**src/rtl/elevator_pkg.sv**
```systemverilog
// elevator_pkg: shared constants and types for the elevator hall-call path
package elevator_pkg;
  localparam int NUM_FLOORS = 8;
  localparam int FLOOR_W = 3;
  localparam logic DIR_UP = 1'b1;
  localparam logic DIR_DN = 1'b0;
  localparam logic [1:0] DISPATCH_ELEV_1 = 2'b10;
  localparam logic [1:0] DISPATCH_ELEV_2 = 2'b01;
  typedef enum logic [1:0] {IDLE, LOOKUP, ISSUE} sched_state_t;
endpackage

```
**src/rtl/hall_call_picker.sv**
```systemverilog
// hall_call_picker: round-robin first-set finder over the pending slots, starting at rr_ptr
module hall_call_picker #(
  parameter int SLOTS = 16,
  parameter int SLOT_W = 4
) (
  input  logic [SLOTS-1:0]  pend,
  input  logic [SLOT_W-1:0] rr_ptr,
  output logic              found,
  output logic [SLOT_W-1:0] slot
);
  localparam int FULL = 2 ** SLOT_W;
  logic [FULL-1:0] pend_x;
  logic [SLOT_W-1:0] idx;
  assign pend_x = FULL'(pend);
  // scan farthest-first so the nearest set slot at or after rr_ptr wins
  always_comb begin
    found = 1'b0;
    slot = '0;
    idx = '0;
    for (int k = SLOTS - 1; k >= 0; k--) begin
      idx = SLOT_W'((int'(rr_ptr) + k) % SLOTS);
      if (pend_x[idx]) begin
        found = 1'b1;
        slot = idx;
      end
    end
  end
endmodule

```
**src/rtl/hall_call_scheduler.sv**
```systemverilog
// hall_call_scheduler: latches hall calls and serialises them through the dispatcher to two cars
module hall_call_scheduler
  import elevator_pkg::*;
#(
  parameter int NUM_FLOORS = elevator_pkg::NUM_FLOORS,
  parameter int FLOOR_W = elevator_pkg::FLOOR_W,
  parameter int WAIT_TIMEOUT = 64
) (
  input  logic                  clk,
  input  logic                  rst,
  input  logic [NUM_FLOORS-1:0] hall_up_btn,
  input  logic [NUM_FLOORS-1:0] hall_dn_btn,
  output logic [NUM_FLOORS-1:0] hall_up_lamp,
  output logic [NUM_FLOORS-1:0] hall_dn_lamp,
  output logic [FLOOR_W-1:0]    request_floor,
  output logic                  request_dir,
  input  logic [1:0]            dispatch_elev,
  output logic                  assign_valid_1,
  output logic                  assign_valid_2,
  output logic [FLOOR_W-1:0]    assign_floor,
  output logic                  assign_dir,
  input  logic                  assign_ready_1,
  input  logic                  assign_ready_2,
  output logic                  busy
);
  localparam int SLOTS = 2 * NUM_FLOORS;
  localparam int SLOT_W = FLOOR_W + 1;
  localparam int CNT_W = $clog2(WAIT_TIMEOUT);
  localparam logic [NUM_FLOORS-1:0] UP_MASK = {1'b0, {(NUM_FLOORS - 1){1'b1}}};
  localparam logic [NUM_FLOORS-1:0] DN_MASK = {{(NUM_FLOORS - 1){1'b1}}, 1'b0};
  sched_state_t state;
  logic [NUM_FLOORS-1:0] up_pend, dn_pend, up_clr, dn_clr;
  logic [SLOTS-1:0] pend;
  logic [SLOT_W-1:0] rr_ptr, pick_slot, cur_slot, next_slot;
  logic [FLOOR_W-1:0] req_floor;
  logic [CNT_W-1:0] wait_cnt;
  logic req_dir, found, target, hs, timeout, legal;
  for (genvar i = 0; i < NUM_FLOORS; i++) begin : g_slot
    assign pend[2*i+1] = up_pend[i];
    assign pend[2*i] = dn_pend[i];
  end
  hall_call_picker #(.SLOTS(SLOTS), .SLOT_W(SLOT_W)) u_picker (
    .pend(pend),
    .rr_ptr(rr_ptr),
    .found(found),
    .slot(pick_slot)
  );
  assign cur_slot = {req_floor, req_dir};
  assign next_slot = (cur_slot == SLOT_W'(SLOTS - 1)) ? '0 : cur_slot + 1'b1;
  assign legal = dispatch_elev == DISPATCH_ELEV_1 || dispatch_elev == DISPATCH_ELEV_2;
  // ready from the car not being offered the call never completes a handshake
  assign hs = state == ISSUE && (target ? assign_ready_2 : assign_ready_1);
  assign timeout = state == ISSUE && !hs && wait_cnt == CNT_W'(WAIT_TIMEOUT - 1);
  assign up_clr = (hs && req_dir == DIR_UP) ? NUM_FLOORS'(1) << req_floor : '0;
  assign dn_clr = (hs && req_dir == DIR_DN) ? NUM_FLOORS'(1) << req_floor : '0;
  assign hall_up_lamp = up_pend;
  assign hall_dn_lamp = dn_pend;
  assign request_floor = req_floor;
  assign request_dir = req_dir;
  assign assign_floor = req_floor;
  assign assign_dir = req_dir;
  assign assign_valid_1 = state == ISSUE && !target;
  assign assign_valid_2 = state == ISSUE && target;
  assign busy = state != IDLE;
  always_ff @(posedge clk) begin
    if (rst) begin
      state <= IDLE;
      up_pend <= '0;
      dn_pend <= '0;
      rr_ptr <= '0;
      req_floor <= '0;
      req_dir <= 1'b0;
      wait_cnt <= '0;
      target <= 1'b0;
    end else begin
      // a press on the slot being handed over loses to the clear: the car already owns it
      up_pend <= (up_pend | (hall_up_btn & UP_MASK)) & ~up_clr;
      dn_pend <= (dn_pend | (hall_dn_btn & DN_MASK)) & ~dn_clr;
      case (state)
        IDLE: if (found) begin
          req_floor <= pick_slot[SLOT_W-1:1];
          req_dir <= pick_slot[0];
          state <= LOOKUP;
        end
        LOOKUP: begin
          wait_cnt <= '0;
          target <= dispatch_elev == DISPATCH_ELEV_2;
          state <= legal ? ISSUE : IDLE;
          if (!legal) rr_ptr <= next_slot;
        end
        ISSUE: if (hs) begin
          rr_ptr <= next_slot;
          state <= IDLE;
        end else if (timeout) begin
          rr_ptr <= cur_slot;
          state <= IDLE;
        end else begin
          wait_cnt <= wait_cnt + 1'b1;
        end
        default: state <= IDLE;
      endcase
    end
  end
endmodule

```
**config.mk**
```make
export PLATFORM = sky130hd
export DESIGN_NAME = hall_call_scheduler
export DESIGN_NICKNAME = d
export VERILOG_FILES = /design/src/rtl/elevator_pkg.sv /design/src/rtl/hall_call_picker.sv /design/src/rtl/hall_call_scheduler.sv
export SDC_FILE = /design/constraint.sdc
export NUM_CORES = 1
export LEC_CHECK = 0
export CORE_UTILIZATION = 35
export DETAILED_ROUTE_END_ITERATION = 16
export GPL_TIMING_DRIVEN = 0
export PLACE_DENSITY_LB_ADDON = 0.12
export SYNTH_ARGS = -nofsm -noshare
export SYNTH_HDL_FRONTEND = slang
export SYNTH_SLANG_ARGS = --single-unit
```
**constraint.sdc**
```tcl
create_clock -name clk -period 4.4 [get_ports clk]
set_input_delay 0.44 -clock clk [delete_from_list [all_inputs] [get_ports clk]]
set_output_delay 0.44 -clock clk [all_outputs]
set_load 0.05 [all_outputs]
```
==> summary.md, run 1 <==
| Metric | Value |
|---|---|
| Status | `complete, no violations` |
| Fin cells | `617` |
| Residual DRC | `0` |
| Worst setup SP type | `flip-flop` |
| CTS tree | `done` |
| Die Area | `between 0.01 and 0.015 sq mm` |
| Fillers | `between 1000 and 1500` |
| Final Skew | `3.49 ps` |
| Top_reg_cell synth | `dfxtp_1` |
| Sequential Area | `661 sq um` |
| Fraction of power consumed by sequential logic | `0.149` |
| Slowest cell on the critical path | `mux4_2` |
| Period utilisation layout | `0.929` |
| Nature of the critical path endpoint | `flip-flop` |
| Rel. slew slack | `0.457` |
| Bufs on Longest Clock Path | `2` |
| First-pass GRT wire length | `just under 20000 um` |
| Kind of critical path | `reg2reg` |
| Antenna Nets Post-Route | `0` |
| Worst hold slack | `roughly 520 ps` |
| Worst EP arrival | `roughly 4300 ps` |
| Setup-failing EPs final | `0` |
| Clk_lat worst skew | `~280 ps` |
| Hold buffers post-CTS | `0` |
| Syn Area/Cell | `between 8 and 9 sq um` |
| Total global-route track usage | `0.222` |
| Dpl hpwl | `9220 um` |
| Maximum fanout along the worst path | `19` |
| Sequential share of the synthesized area | `0.174` |
| Clock Power Share | `0.110` |
| R2r startpoint | `rr_ptr[1]$_SDFFE_PP0P_` |
| Synth Register Bits | `33` |
| Grt ovf | `0` |
| Pleak | `around 1.7 nW` |
| Vias | `about 3700` |
| Post-synthesis cell area | `between 0.003 and 0.004 sq mm` |
| Chip Width | `between 100 and 150 um` |
| Synthesis-to-layout area growth | `20.0%` |
| Mapped Cells | `~430` |
| Pwr dens | `about 600 mW/mm^2` |
| Num CTS Buffers | `5` |
| Placer Congestion | `roughly 0.9` |
| Max VDD drop | `between 0.0002 and 0.0003 V` |
| Crit-path max cell delay | `640 ps` |
| TNS Setup | `0 ps` |
| CP startpoint | `rr_ptr[1]$_SDFFE_PP0P_` |
| CTS Sinks | `33` |
| Starting DRT DRC Count | `between 200 and 250` |
| Final period demand of the worst path | `between 4000 and 5000 ps` |
| Pins Over Slew Limit | `0` |
| Synth warn | `0` |
| Distinct cells, synth | `64` |
| Initial antenna violation count | `0` |
| H-tree levels | `2` |
| Crit path cell chain | `buf_6, buf_8, inv_1, ha_1, buf_4, mux4_2, mux4_2, nor2b_1, a41o_1, buf_6, a31oi_1, a221o_1, a31oi_1` |
| Number of port buffers | `46` |
| Asr flop ratio synth | `0` |
| WP data required | `approximately 4600 ps` |
| NetSw | `1.34 mW` |
| Utilization after layout | `0.437` |
| # placed instances | `around 610` |
| I/O Pins | `49` |
| Worst-Margin Slew | `809 ps` |
| Area of the multi-input gates | `approximately 0.0029 sq mm` |
| Post-synth EDFFs | `0` |
| P_int | `roughly 1.3 mW` |
| Number of global-route vias before repair | `~3600` |
| Switch share | `0.498` |
| DR WL/cell | `19.6 um` |
| Routed wire length | `12100 um` |
| Max-cap viol count | `0` |
| Delay-heaviest family, CP | `multiplexers` |
| Initial Utilization | `0.364` |
| Buf/Inv on CP | `5` |
| Final hold violation count | `0` |
| Layout cell share with drive strength beyond 1 | `0.166` |
| Die Ht | `about 110 um` |
| Highest Clock Rate | `around 240 MHz` |
| Root buffer cell | `clkbuf_8` |
| Largest net degree at the start of global routing | `20` |
| Nets@finish | `between 500 and 600` |
| HP Class | `reg2reg` |
| CTS clk-pin slew, worst paths | `about 70 ps` |
| Synthesized Nets | `464` |
| Unrepaired setup endpoints after global routing | `no` |
| Vias/cell | `5.93` |
| Core Region | `0.0104 sq mm` |
| Row count | `37` |
| Total iterations of the first detailed-routing run | `5` |
| Hold Path Origin | `wait_cnt[1]$_SDFFE_PP0P_` |
| ANT cells | `0` |
| Combinational share of power | `0.741` |
-- layer usage --
layer / track usage / share of wire / wire [um]
met2: 0.365 / 0.46 / 5600
met1: 0.293 / 0.44 / 5340
met4: 0.107 / 0.035 / 421
met3: 0.0215 / 0.060 / 719
met5: 0 / 0 / 0
-- cells in the final DEF (no fill, tap or decap), types with 4 or more instances in the layout --
master	Yosys	layout
inv_1	18	18
buf_4	6	6
a21oi_1	25	25
nand2b_1	8	8
nor2b_1	6	6
o21ai_0	15	15
mux2_2	13	13
mux2i_1	27	24
xor2_1	7	7
mux4_2	33	33
a211oi_1	16	16
clkdlybuf4s50_1	0	46
nand3_1	9	9
nand4_1	8	8
a311oi_1	8	8
clkbuf_8	0	6
clkbuf_1	9	9
nor3_1	11	11
nand2_1	32	32
nor2_1	47	47
xnor2_1	13	13
ha_1	13	13
dfxtp_1	33	33
buf_2	7	7
and3_1	4	4
-- logic make-up after synthesis --
| family | count (synthesis) | share of synthesized area |
|---|---|---|
| fa+ha+maj | 13 | 0.0429 |
| xor+xnor | 20 | 0.0462 |
| simple gates | 140 | 0.180 |
| flops | 33 | 0.174 |
| buf+inv | 48 | 0.0647 |
| compound gates | 101 | 0.182 |
| mux | 74 | 0.310 |
-- through the flow --
stage | setup WS (ps) | power (mW) | instance area (sq um)
finish | 312 | 2.68 | 4550
global route | 60.4 | 2.88 | 4550
CTS | 237 | 2.66 | 4540
detailed placement | -304 | 2.35 | 4420
global placement | -383 | 2.36 | 4420
floorplan | 592 | 1.88 | 3790
-- worst reg2reg max path, stage by stage (launching register included) --
cell,delay [ps]
dfxtp_1,420
buf_6,190
buf_8,200
inv_1,170
ha_1,360
buf_4,230
mux4_2,640
mux4_2,560
nor2b_1,250
a41o_1,220
buf_6,150
a31oi_1,70
a221o_1,360
a31oi_1,200
-- registers in the layout, summed over array words and instances, names as in the netlist --
register      flops
hall_up_lamp      8
hall_dn_lamp      8
rr_ptr            4
target            1
wait_cnt          6
assign_floor      3
assign_dir        1
state             2
-- worst paths after layout --
kind / slack (ps) / end / cells after the start
worst max-delay path: 310 / assign_floor[1]$_SDFFE_PP0P_ / 13
worst min-delay path: 520 / wait_cnt[1]$_SDFFE_PP0P_ / 2
worst max register to register: 310 / assign_floor[1]$_SDFFE_PP0P_ / 13
worst min register to register: 520 / wait_cnt[1]$_SDFFE_PP0P_ / 2
-- synthesized netlist by cell type (3+ instances only) --
| master | instances | area [sq um] |
|---|---|---|
| a22oi_1 | 3 | 22.5 |
| mux2_2 | 13 | 146 |
| a211oi_1 | 16 | 120 |
| nor3_1 | 11 | 55.1 |
| nor2_1 | 47 | 176 |
| nand2_1 | 32 | 120 |
| ha_1 | 13 | 163 |
| o22ai_1 | 3 | 18.8 |
| o21ai_0 | 15 | 75.1 |
| buf_6 | 3 | 33.8 |
| xnor2_1 | 13 | 114 |
| nor2b_1 | 6 | 37.5 |
| mux2i_1 | 27 | 270 |
| nand3_1 | 9 | 45.0 |
| clkbuf_1 | 9 | 33.8 |
| a21oi_1 | 25 | 125 |
| buf_4 | 6 | 45.0 |
| o21a_1 | 3 | 22.5 |
| dfxtp_1 | 33 | 661 |
| mux4_2 | 33 | 743 |
| nand2b_1 | 8 | 50.1 |
| inv_1 | 18 | 67.6 |
| xor2_1 | 7 | 61.3 |
| and3_1 | 4 | 25.0 |
| buf_2 | 7 | 35.0 |
| a311oi_1 | 8 | 70.1 |
| nand4_1 | 8 | 50.1 |
-- repair_timing --
action / in CTS / in global routing
setup endpoints to repair: 4 / 2
buffers inserted: 0 / 0
gates resized for setup: 1 / 3
-- final cells by class --
class | count | area share
multi-input combinational | 348 | 0.638
tap | 136 | 0.0374
sequential | 33 | 0.145
clock inverter | 1 | 0.00660
inverter | 20 | 0.0165
timing repair buffer | 46 | 0.101
buffer | 26 | 0.0358
clock buffer | 7 | 0.0190
-- power groups by stage --
stage / registers, mW / logic, mW / clock network [mW]
after floorplan: 0.467 / 1.41 / 0
after global placement: 0.406 / 1.95 / 0
after detailed placement: 0.406 / 1.94 / 0
after CTS: 0.401 / 1.96 / 0.300
after global routing: 0.408 / 2.16 / 0.310
final: 0.400 / 1.99 / 0.297
Note: power is estimated with default switching activity, not from simulation.
==> run 2: changes to the inputs <==
--- a/config.mk
+++ b/config.mk
@@ -5,7 +5,9 @@
 export SDC_FILE = /design/constraint.sdc
 export NUM_CORES = 1
 export LEC_CHECK = 0
+export ABC_AREA = 1
 export CORE_UTILIZATION = 35
+export CTS_CLUSTER_DIAMETER = 200
 export DETAILED_ROUTE_END_ITERATION = 16
 export GPL_TIMING_DRIVEN = 0
 export PLACE_DENSITY_LB_ADDON = 0.12
==> constraint.sdc (replaced) <==
create_clock -name clk -period 4.72 [get_ports clk]
set_input_delay 0.472 -clock clk [delete_from_list [all_inputs] [get_ports clk]]
set_output_delay 0.472 -clock clk [all_outputs]
set_load 0.05 [all_outputs]
==> run 2 against run 1 <==
Critical path depth up 5. Clock skew increased by 9.2 ps. Maximum frequency is 12% higher. Sequential power decreased by 10%. Register-to-register slack improved by 750 ps. Die area decreased by 16%. Combinational power down 5%. Synthesized area shrank 16%.
==> summary.md, run 2 <==
| Metric | Value |
|---|---|
| Antenna Nets Post-Route | `0 (unchanged)` |
| Pwr dens | `642 mW/mm^2 (+8.8%)` |
| Chip Width | `97.3 um (-8.3%)` |
| Root buffer cell | `clkbuf_8` |
| Hold path endpoint | `wait_cnt[1]$_SDFFE_PP0P_` |
| Layout cell share with drive strength beyond 1 | `0.0960 (-0.0703)` |
| Grt ovf | `0 (unchanged)` |
| HP Class | `reg2reg` |
| Vias/cell | `5.25 (-11%)` |
| Max-cap viol count | `0 (unchanged)` |
| DR WL/cell | `14.3 um (-27%)` |
| Starting DRT DRC Count | `253 (+21%)` |
| WL met3 | `629 um (-13%)` |
| Final period demand of the worst path | `3660 ps (-431 ps)` |
| Synthesized Nets | `585 (+26%)` |
| Syn Area/Cell | `5.78 sq um (-35%)` |
| Post-CTS setup buffer count | `0 (unchanged)` |
| ANT cells | `0 (unchanged)` |
| Post-CTS sizing | `0 (-1)` |
| Pleak | `1.82 nW (+10%)` |
| Worst-Margin Slew | `687 ps (-122 ps)` |
| Mapped Cells | `550 (+28%)` |
| Worst hold slack | `487 ps (-30.0 ps)` |
| Final hold violation count | `0 (unchanged)` |
| Met2 wire len | `4490 um (-20%)` |
| H-tree levels | `2 (unchanged)` |
| Asr flop ratio synth | `0 (unchanged)` |
| Number of global-route vias before repair | `3331 (-7.4%)` |
| Top-count cell post-synth | `nand2_1` |
| Max VDD drop | `0.000237 V (-11%)` |
| Pins Over Slew Limit | `0 (unchanged)` |
| Routed wire length | `10200 um (-16%)` |
| Hold buffers post-CTS | `0 (unchanged)` |
| Worst setup SP type | `flip-flop` |
| Kind of critical path | `reg2reg` |
| Highest Clock Rate | `273 MHz (+12%)` |
| Die Ht | `97.3 um (-8.3%)` |
| Largest net degree at the start of global routing | `14 (-30%)` |
| Most common cell after layout, fill and taps aside | `nand2_1` |
| R2R depth | `18 (+5)` |
| Initial Utilization | `0.363 (-0.00158)` |
| Nets@finish | `638 (+24%)` |
| Post-synth EDFFs | `0 (unchanged)` |
| I/O Pins | `49 (unchanged)` |
| Placer Congestion | `0.923 (-0.40%)` |
| WP data required | `4870 ps (+270 ps)` |
| Die Area | `0.00946 sq mm (-16%)` |
| Hold Path Origin | `wait_cnt[1]$_SDFFE_PP0P_` |
| CTS tree | `done` |
| Uppermost routed layer | `met4` |
| Distinct cells, synth | `36 (-44%)` |
| Post-synth top area share | `0.214 (+0.0179)` |
| Post-synthesis cell area | `0.00318 sq mm (-16%)` |
| Num CTS Buffers | `5 (unchanged)` |
| Worst reg2reg path endpoint | `assign_floor[0]$_SDFFE_PP0P_` |
| Unrepaired setup endpoints after global routing | `no` |
| Most frequent cells in the layout | `181 x nand2_1, 78 x nand3_1, 52 x a21oi_1` |
| Row count | `34 (-8.1%)` |
| Maximum fanout along the worst path | `13 (-6)` |
| Total iterations of the first detailed-routing run | `5 (unchanged)` |
| Residual DRC | `0 (unchanged)` |
| Dpl hpwl | `8020 um (-13%)` |
| Number of port buffers | `46 (unchanged)` |
| Synthesis-to-layout area growth | `21.5%` |
| Vias | `3740 (+2.3%)` |
| Period utilisation layout | `0.775 (-0.154)` |
| Synth Register Bits | `33 (unchanged)` |
| CTS clk-pin slew, worst paths | `70 ps (about the same)` |
| Bufs on Longest Clock Path | `2 (unchanged)` |
| R2r startpoint | `rr_ptr[1]$_SDFFE_PP0P_` |
| Total global-route track usage | `0.218 (-0.00371)` |
| Synth area leaders | `nand2_1 21%, dfxtp_1 21%, nand3_1 12%` |
| Hold path cells | `2 (unchanged)` |
| Worst EP arrival | `3800 ps (-480 ps)` |
| First-pass GRT wire length | `16800 um (-14%)` |
| Setup-failing EPs final | `0 (unchanged)` |
| Synth warn | `0 (unchanged)` |
| Initial antenna violation count | `0 (unchanged)` |
| Sequential share of the synthesized area | `0.208 (+0.0338)` |
| Final Skew | `12.7 ps (+9.25 ps)` |
| Rel. slew slack | `0.539 (+0.0818)` |
| Top_reg_cell synth | `dfxtp_1` |
| Routed length on met1 | `5020 um (-5.9%)` |
| Nature of the critical path endpoint | `flip-flop` |
| Core Region | `0.00876 sq mm (-16%)` |
| Total power | `2.48 mW (-7.7%)` |
| Status | `complete, no violations` |
| Clk_lat worst skew | `290 ps (about the same)` |
| Top post-synthesis cells by count | `181 x nand2_1, 78 x nand3_1, 52 x a21oi_1` |
| R2R Setup Slk | `1060 ps (+750 ps)` |
| CTS Sinks | `33 (unchanged)` |
| Area leader, netlist | `nand2_1` |
| TNS Setup | `0 ps (unchanged)` |
-- run 2: cells by family (layout without fill, tap and decap cells) --
family,Yosys count,in the layout,share of synthesized area
compound gates,91,91,0.157
buf+inv,77,131,0.104
xor+xnor,9,9,0.0355
fa+ha+maj,13,13,0.0512
simple gates,327,327,0.444
flops,33,33,0.208
-- run 2: per-stage QoR --
stage	utilization	instance area, sq um	setup WS, ps	cells
after detailed placement	0.430	3770	1120	704
after floorplan	-	3180	2010	550
after CTS	0.440	3860	1090	712
after global routing	0.440	3860	606	712
after global placement	0.430	3770	1090	704
final	0.440	3860	1060	712
-- run 2: report_power, final --
part           switching, mW  internal (mW)  leakage, nW  total, mW
registers             0.0442          0.315        0.273      0.360
clock network          0.118          0.102       0.0439      0.220
logic                   1.27          0.629         1.50       1.90
total                   1.43           1.05         1.82       2.48
-- run 2: worst max-delay path, cell delays in order (launching register included) --
cell     delay, ps
dfxtp_1        510
inv_1          170
buf_2          270
ha_1           400
inv_1          100
buf_2          250
nand3_1        160
nand3_1        100
o21ai_1        140
nand2_1        110
nand2_1        170
nor2_1         140
nand3_1         80
nor4_1         250
nand4_1        250
nand2_2        200
a21oi_1         60
nand2_1         90
a21oi_1         60
-- run 2: worst max path at each step --
stage | startpoint | endpoint | slack (ps) | cells past startpoint
global route | rr_ptr[1]$_SDFFE_PP0P_ | assign_floor[1]$_SDFFE_PP0P_ | 610 | 18
CTS | rr_ptr[1]$_SDFFE_PP0P_ | assign_floor[1]$_SDFFE_PP0P_ | 1090 | 18
detailed placement | rr_ptr[1]$_SDFFE_PP0P_ | assign_floor[0]$_SDFFE_PP0P_ | 1120 | 18
global placement | rr_ptr[1]$_SDFFE_PP0P_ | assign_floor[1]$_SDFFE_PP0P_ | 1090 | 18
finish | rr_ptr[1]$_SDFFE_PP0P_ | assign_floor[0]$_SDFFE_PP0P_ | 1060 | 18
floorplan | rr_ptr[0]$_SDFFE_PP0P_ | assign_floor[1]$_SDFFE_PP0P_ | 2010 | 19
-- run 2: layer usage --
layer	GRT usage	vias to the layer above
met5	0	-
met4	0.0419	0
met1	0.323	1699
met2	0.343	128
met3	0.0230	5
li1	-	1908
-- run 2: final cells by class --
cell class | instances | area, sq um
Clock inverter | 3 | 17.5
Sequential cell | 33 | 661
Tap cell | 108 | 135
Clock buffer | 5 | 68.8
Buffer | 20 | 115
Inverter | 57 | 216
Fill cell | 971 | 4900
Multi-Input combinational cell | 440 | 2180
Timing Repair Buffer | 46 | 460
==> run 3: changes to the inputs <==
==> constraint.sdc (replaced) <==
create_clock -name clk -period 3 [get_ports clk]
set_input_delay 0.3 -clock clk [delete_from_list [all_inputs] [get_ports clk]]
set_output_delay 0.3 -clock clk [all_outputs]
set_load 0.05 [all_outputs]
==> run 3 against run 2 <==
Sequential power up 59%. Total power up 70%. Worst setup slack worse by 890 ps. Maximum frequency up 30%. Clock-buffer cell count unchanged. Clock power up 57%. Hold slack better by 1.1 ps. Non-clock buffer count up 8. Sequential cell count unchanged. Global-route usage up 0.24 points. Final area up 6.1%. Via count up 0.43%. Critical endpoint unchanged. Largest cell class unchanged. Largest power group unchanged.
==> summary.md, run 3 (same netlist as run 2, synthesis figures left out) <==
| Metric | Value |
|---|---|
| CTS Sinks | `33 (unchanged)` |
| Nature of the critical path endpoint | `flip-flop` |
| CP startpoint | `rr_ptr[1]$_SDFFE_PP0P_` |
| Highest Clock Rate | `354 MHz (+30%)` |
| Nets@finish | `646 (+1.3%)` |
| Vias | `3756 (+0.43%)` |
| Dpl hpwl | `8020 um (unchanged)` |
| Combinational share of power | `0.782 (+0.016)` |
| I/O Pins | `49 (unchanged)` |
| Gr busiest metal | `met2` |
| Final hold violation count | `0 (unchanged)` |
| Number of global-route vias before repair | `3365 (+1.0%)` |
| Total global-route track usage | `0.221 (+0.00244)` |
| Max VDD drop | `0.000368 V (+55%)` |
| Routed wire length | `10500 um (+3.1%)` |
| Slowest cell on the critical path | `dfxtp_4` |
| DR WL/cell | `14.6 um (+2.0%)` |
| Clk_lat worst skew | `300 ps (about the same)` |
| Number of port buffers | `46 (unchanged)` |
| Clock Power Share | `0.082 (-0.007)` |
| Synthesis-to-layout area growth | `28.9%` |
| Crit-path max cell delay | `390 ps (-120 ps)` |
| Met2 Track Usage GR | `0.348 (+0.00542)` |
| Fillers | `962 (-0.93%)` |
| Total iterations of the first detailed-routing run | `5 (unchanged)` |
| Max-cap viol count | `0 (unchanged)` |
| NetSw | `2.38 mW (+66%)` |
| Grt met3 use | `0.0266 (+0.00360)` |
| Worst hold slack | `488 ps (+1.14 ps)` |
| Status | `complete, no violations` |
| Crit path cell chain | `inv_4, buf_12, ha_4, inv_2, buf_4, nand3_2, nand3_1, nand2_1, nand2_2, nand2_4, inv_4, nand2_1, nor4_2, nand4_1, nand2_2, a21oi_1, nand2_1, a21oi_1` |
| Worst reg2reg path endpoint | `assign_floor[0]$_SDFFE_PP0P_` |
| Starting DRT DRC Count | `219 (-13%)` |
| Maximum fanout along the worst path | `7 (-6)` |
| Final period demand of the worst path | `2820 ps (-834 ps)` |
| Worst setup SP type | `flip-flop` |
| Kind of critical path | `reg2reg` |
| Bufs on Longest Clock Path | `2 (unchanged)` |
| Largest net degree at the start of global routing | `14 (unchanged)` |
| Area of the multi-input gates | `0.00230 sq mm (+5.4%)` |
| Most common cell after layout, fill and taps aside | `nand2_1` |
| Initial Utilization | `0.363 (unchanged)` |
| Core Region | `0.00876 sq mm (unchanged)` |
| Most numerous cell on the critical path | `nand2_1` |
| Antenna Nets Post-Route | `0 (unchanged)` |
| Rel. slew slack | `0.538 (-0.000825)` |
| Die Area | `0.00946 sq mm (unchanged)` |
| # placed instances | `704 (unchanged)` |
| Fin cells | `720 (+1.1%)` |
| CP endpoint | `assign_floor[0]$_SDFFE_PP0P_` |
| Vias/cell | `5.22 (-0.69%)` |
| H-tree levels | `2 (unchanged)` |
| R2r startpoint | `rr_ptr[1]$_SDFFE_PP0P_` |
| Sequential Area | `669 sq um (+1.3%)` |
| Residual DRC | `0 (unchanged)` |
| Met1 GRT Util | `0.324 (+0.000441)` |
| CTS clk-pin slew, worst paths | `70 ps (about the same)` |
| R2R Setup Slk | `180 ps (-890 ps)` |
| WP data required | `3150 ps (-1720 ps)` |
| Switch share | `0.566 (-0.0115)` |
| Pleak | `1.90 nW (+4.7%)` |
| P_int | `1.82 mW (+74%)` |
| Num CTS Buffers | `5 (unchanged)` |
| Period utilisation layout | `0.941 (+0.166)` |
| Worst-Margin Slew | `688 ps (+1.23 ps)` |
| Most frequent cells in the layout | `176 x nand2_1, 71 x nand3_1, 52 x a21oi_1` |
| Pwr dens | `1030 mW/mm^2 (+60%)` |
| Layout cell share with drive strength beyond 1 | `0.154 (+0.0576)` |
| Root buffer cell | `clkbuf_8` |
| Final Skew | `12.3 ps (-0.446 ps)` |
| Row count | `34 (unchanged)` |
| Setup-failing EPs final | `0 (unchanged)` |
| R2R depth | `18 (unchanged)` |
| Worst EP arrival | `2970 ps (-830 ps)` |
| Hold buffers post-CTS | `0 (unchanged)` |
| Initial antenna violation count | `0 (unchanged)` |
| Grt ovf | `0 (unchanged)` |
| Die Ht | `97.3 um (unchanged)` |
| Pins Over Slew Limit | `0 (unchanged)` |
| ANT cells | `0 (unchanged)` |
| HP Class | `reg2reg` |
| Placer Congestion | `0.923 (unchanged)` |
| Fraction of power consumed by sequential logic | `0.136 (-0.009)` |
| First-pass GRT wire length | `17000 um (+0.86%)` |
| CTS tree | `done` |
| Chip Width | `97.3 um (unchanged)` |
## run 3: changes by cell type in the layout (fill, tap and decap cells not counted), moves of 4 or more
cell	change
buf_2	-5
buf_4	+10
nand2_1	-5
nand2_2	+4
nand3_1	-7
nand3_2	+7
## run 3: final cells by class
class / count / area share
plain buffers: 17 / 0.0306
clock buffers: 5 / 0.0168
clock inverters: 3 / 0.00428
inverters: 57 / 0.0562
multi-input cells: 440 / 0.562
flip-flops and latches: 33 / 0.163
well taps: 108 / 0.0330
repair buffers: 57 / 0.134
## run 3: worst min-delay path by stage
stage | cells past startpoint | startpoint | endpoint | slack [ps]
floorplan | 1 | rst | wait_cnt[1]$_SDFFE_PP0P_ | 380
finish | 2 | wait_cnt[1]$_SDFFE_PP0P_ | wait_cnt[1]$_SDFFE_PP0P_ | 490
CTS | 2 | state[0]$_SDFFE_PP0P_ | state[0]$_SDFFE_PP0P_ | 490
global route | 2 | state[0]$_SDFFE_PP0P_ | state[0]$_SDFFE_PP0P_ | 520
global placement | 2 | state[0]$_SDFFE_PP0P_ | state[0]$_SDFFE_PP0P_ | 470
detailed placement | 2 | wait_cnt[1]$_SDFFE_PP0P_ | wait_cnt[1]$_SDFFE_PP0P_ | 480
## run 3: routing by layer
| metal | share of wire | vias up | wire, um |
|---|---|---|---|
| met5 | 0 | - | 0 |
| met4 | 0.0081 | 0 | 85 |
| met3 | 0.051 | 9 | 541 |
| met2 | 0.45 | 105 | 4720 |
| met1 | 0.49 | 1720 | 5180 |
| li1 | - | 1922 | - |
## run 3: repair_timing
item | 4_1_cts | 5_1_grt
buffers inserted | 2 | 9
resized for setup | 24 | 27
pin swaps | 3 | 8
setup endpoints to repair | 6 | 6
## run 3: power groups by stage
stage,sequential (mW),clock (mW),combinational [mW]
after global routing,0.583,0.367,3.69
final,0.572,0.345,3.29
after CTS,0.575,0.349,3.06
after global placement,0.579,0,2.94
after detailed placement,0.577,0,2.95
after floorplan,0.670,0,2.18
## run 3: stage by stage
stage / setup WS (ps) / utilization / area (sq um) / setup TNS, ps / power [mW]
detailed placement: -596 / 0.430 / 3770 / -3460 / 3.53
floorplan: 286 / - / 3180 / 0 / 2.85
finish: 177 / 0.467 / 4100 / 0 / 4.20
global route: -12.7 / 0.467 / 4100 / -14.3 / 4.64
global placement: -626 / 0.430 / 3770 / -3630 / 3.52
CTS: 50.5 / 0.450 / 3950 / 0 / 3.98
## run 3: critical path: cells and delay by family, from the launching register on
| kind | cells | cell delay [ps] |
|---|---|---|
| flip-flops | 1 | 390 |
| AO/OA/AOI/OAI | 2 | 120 |
| adder cells (fa/ha/maj) | 1 | 260 |
| buffers and inverters | 5 | 530 |
| AND/OR/NAND/NOR | 10 | 1380 |
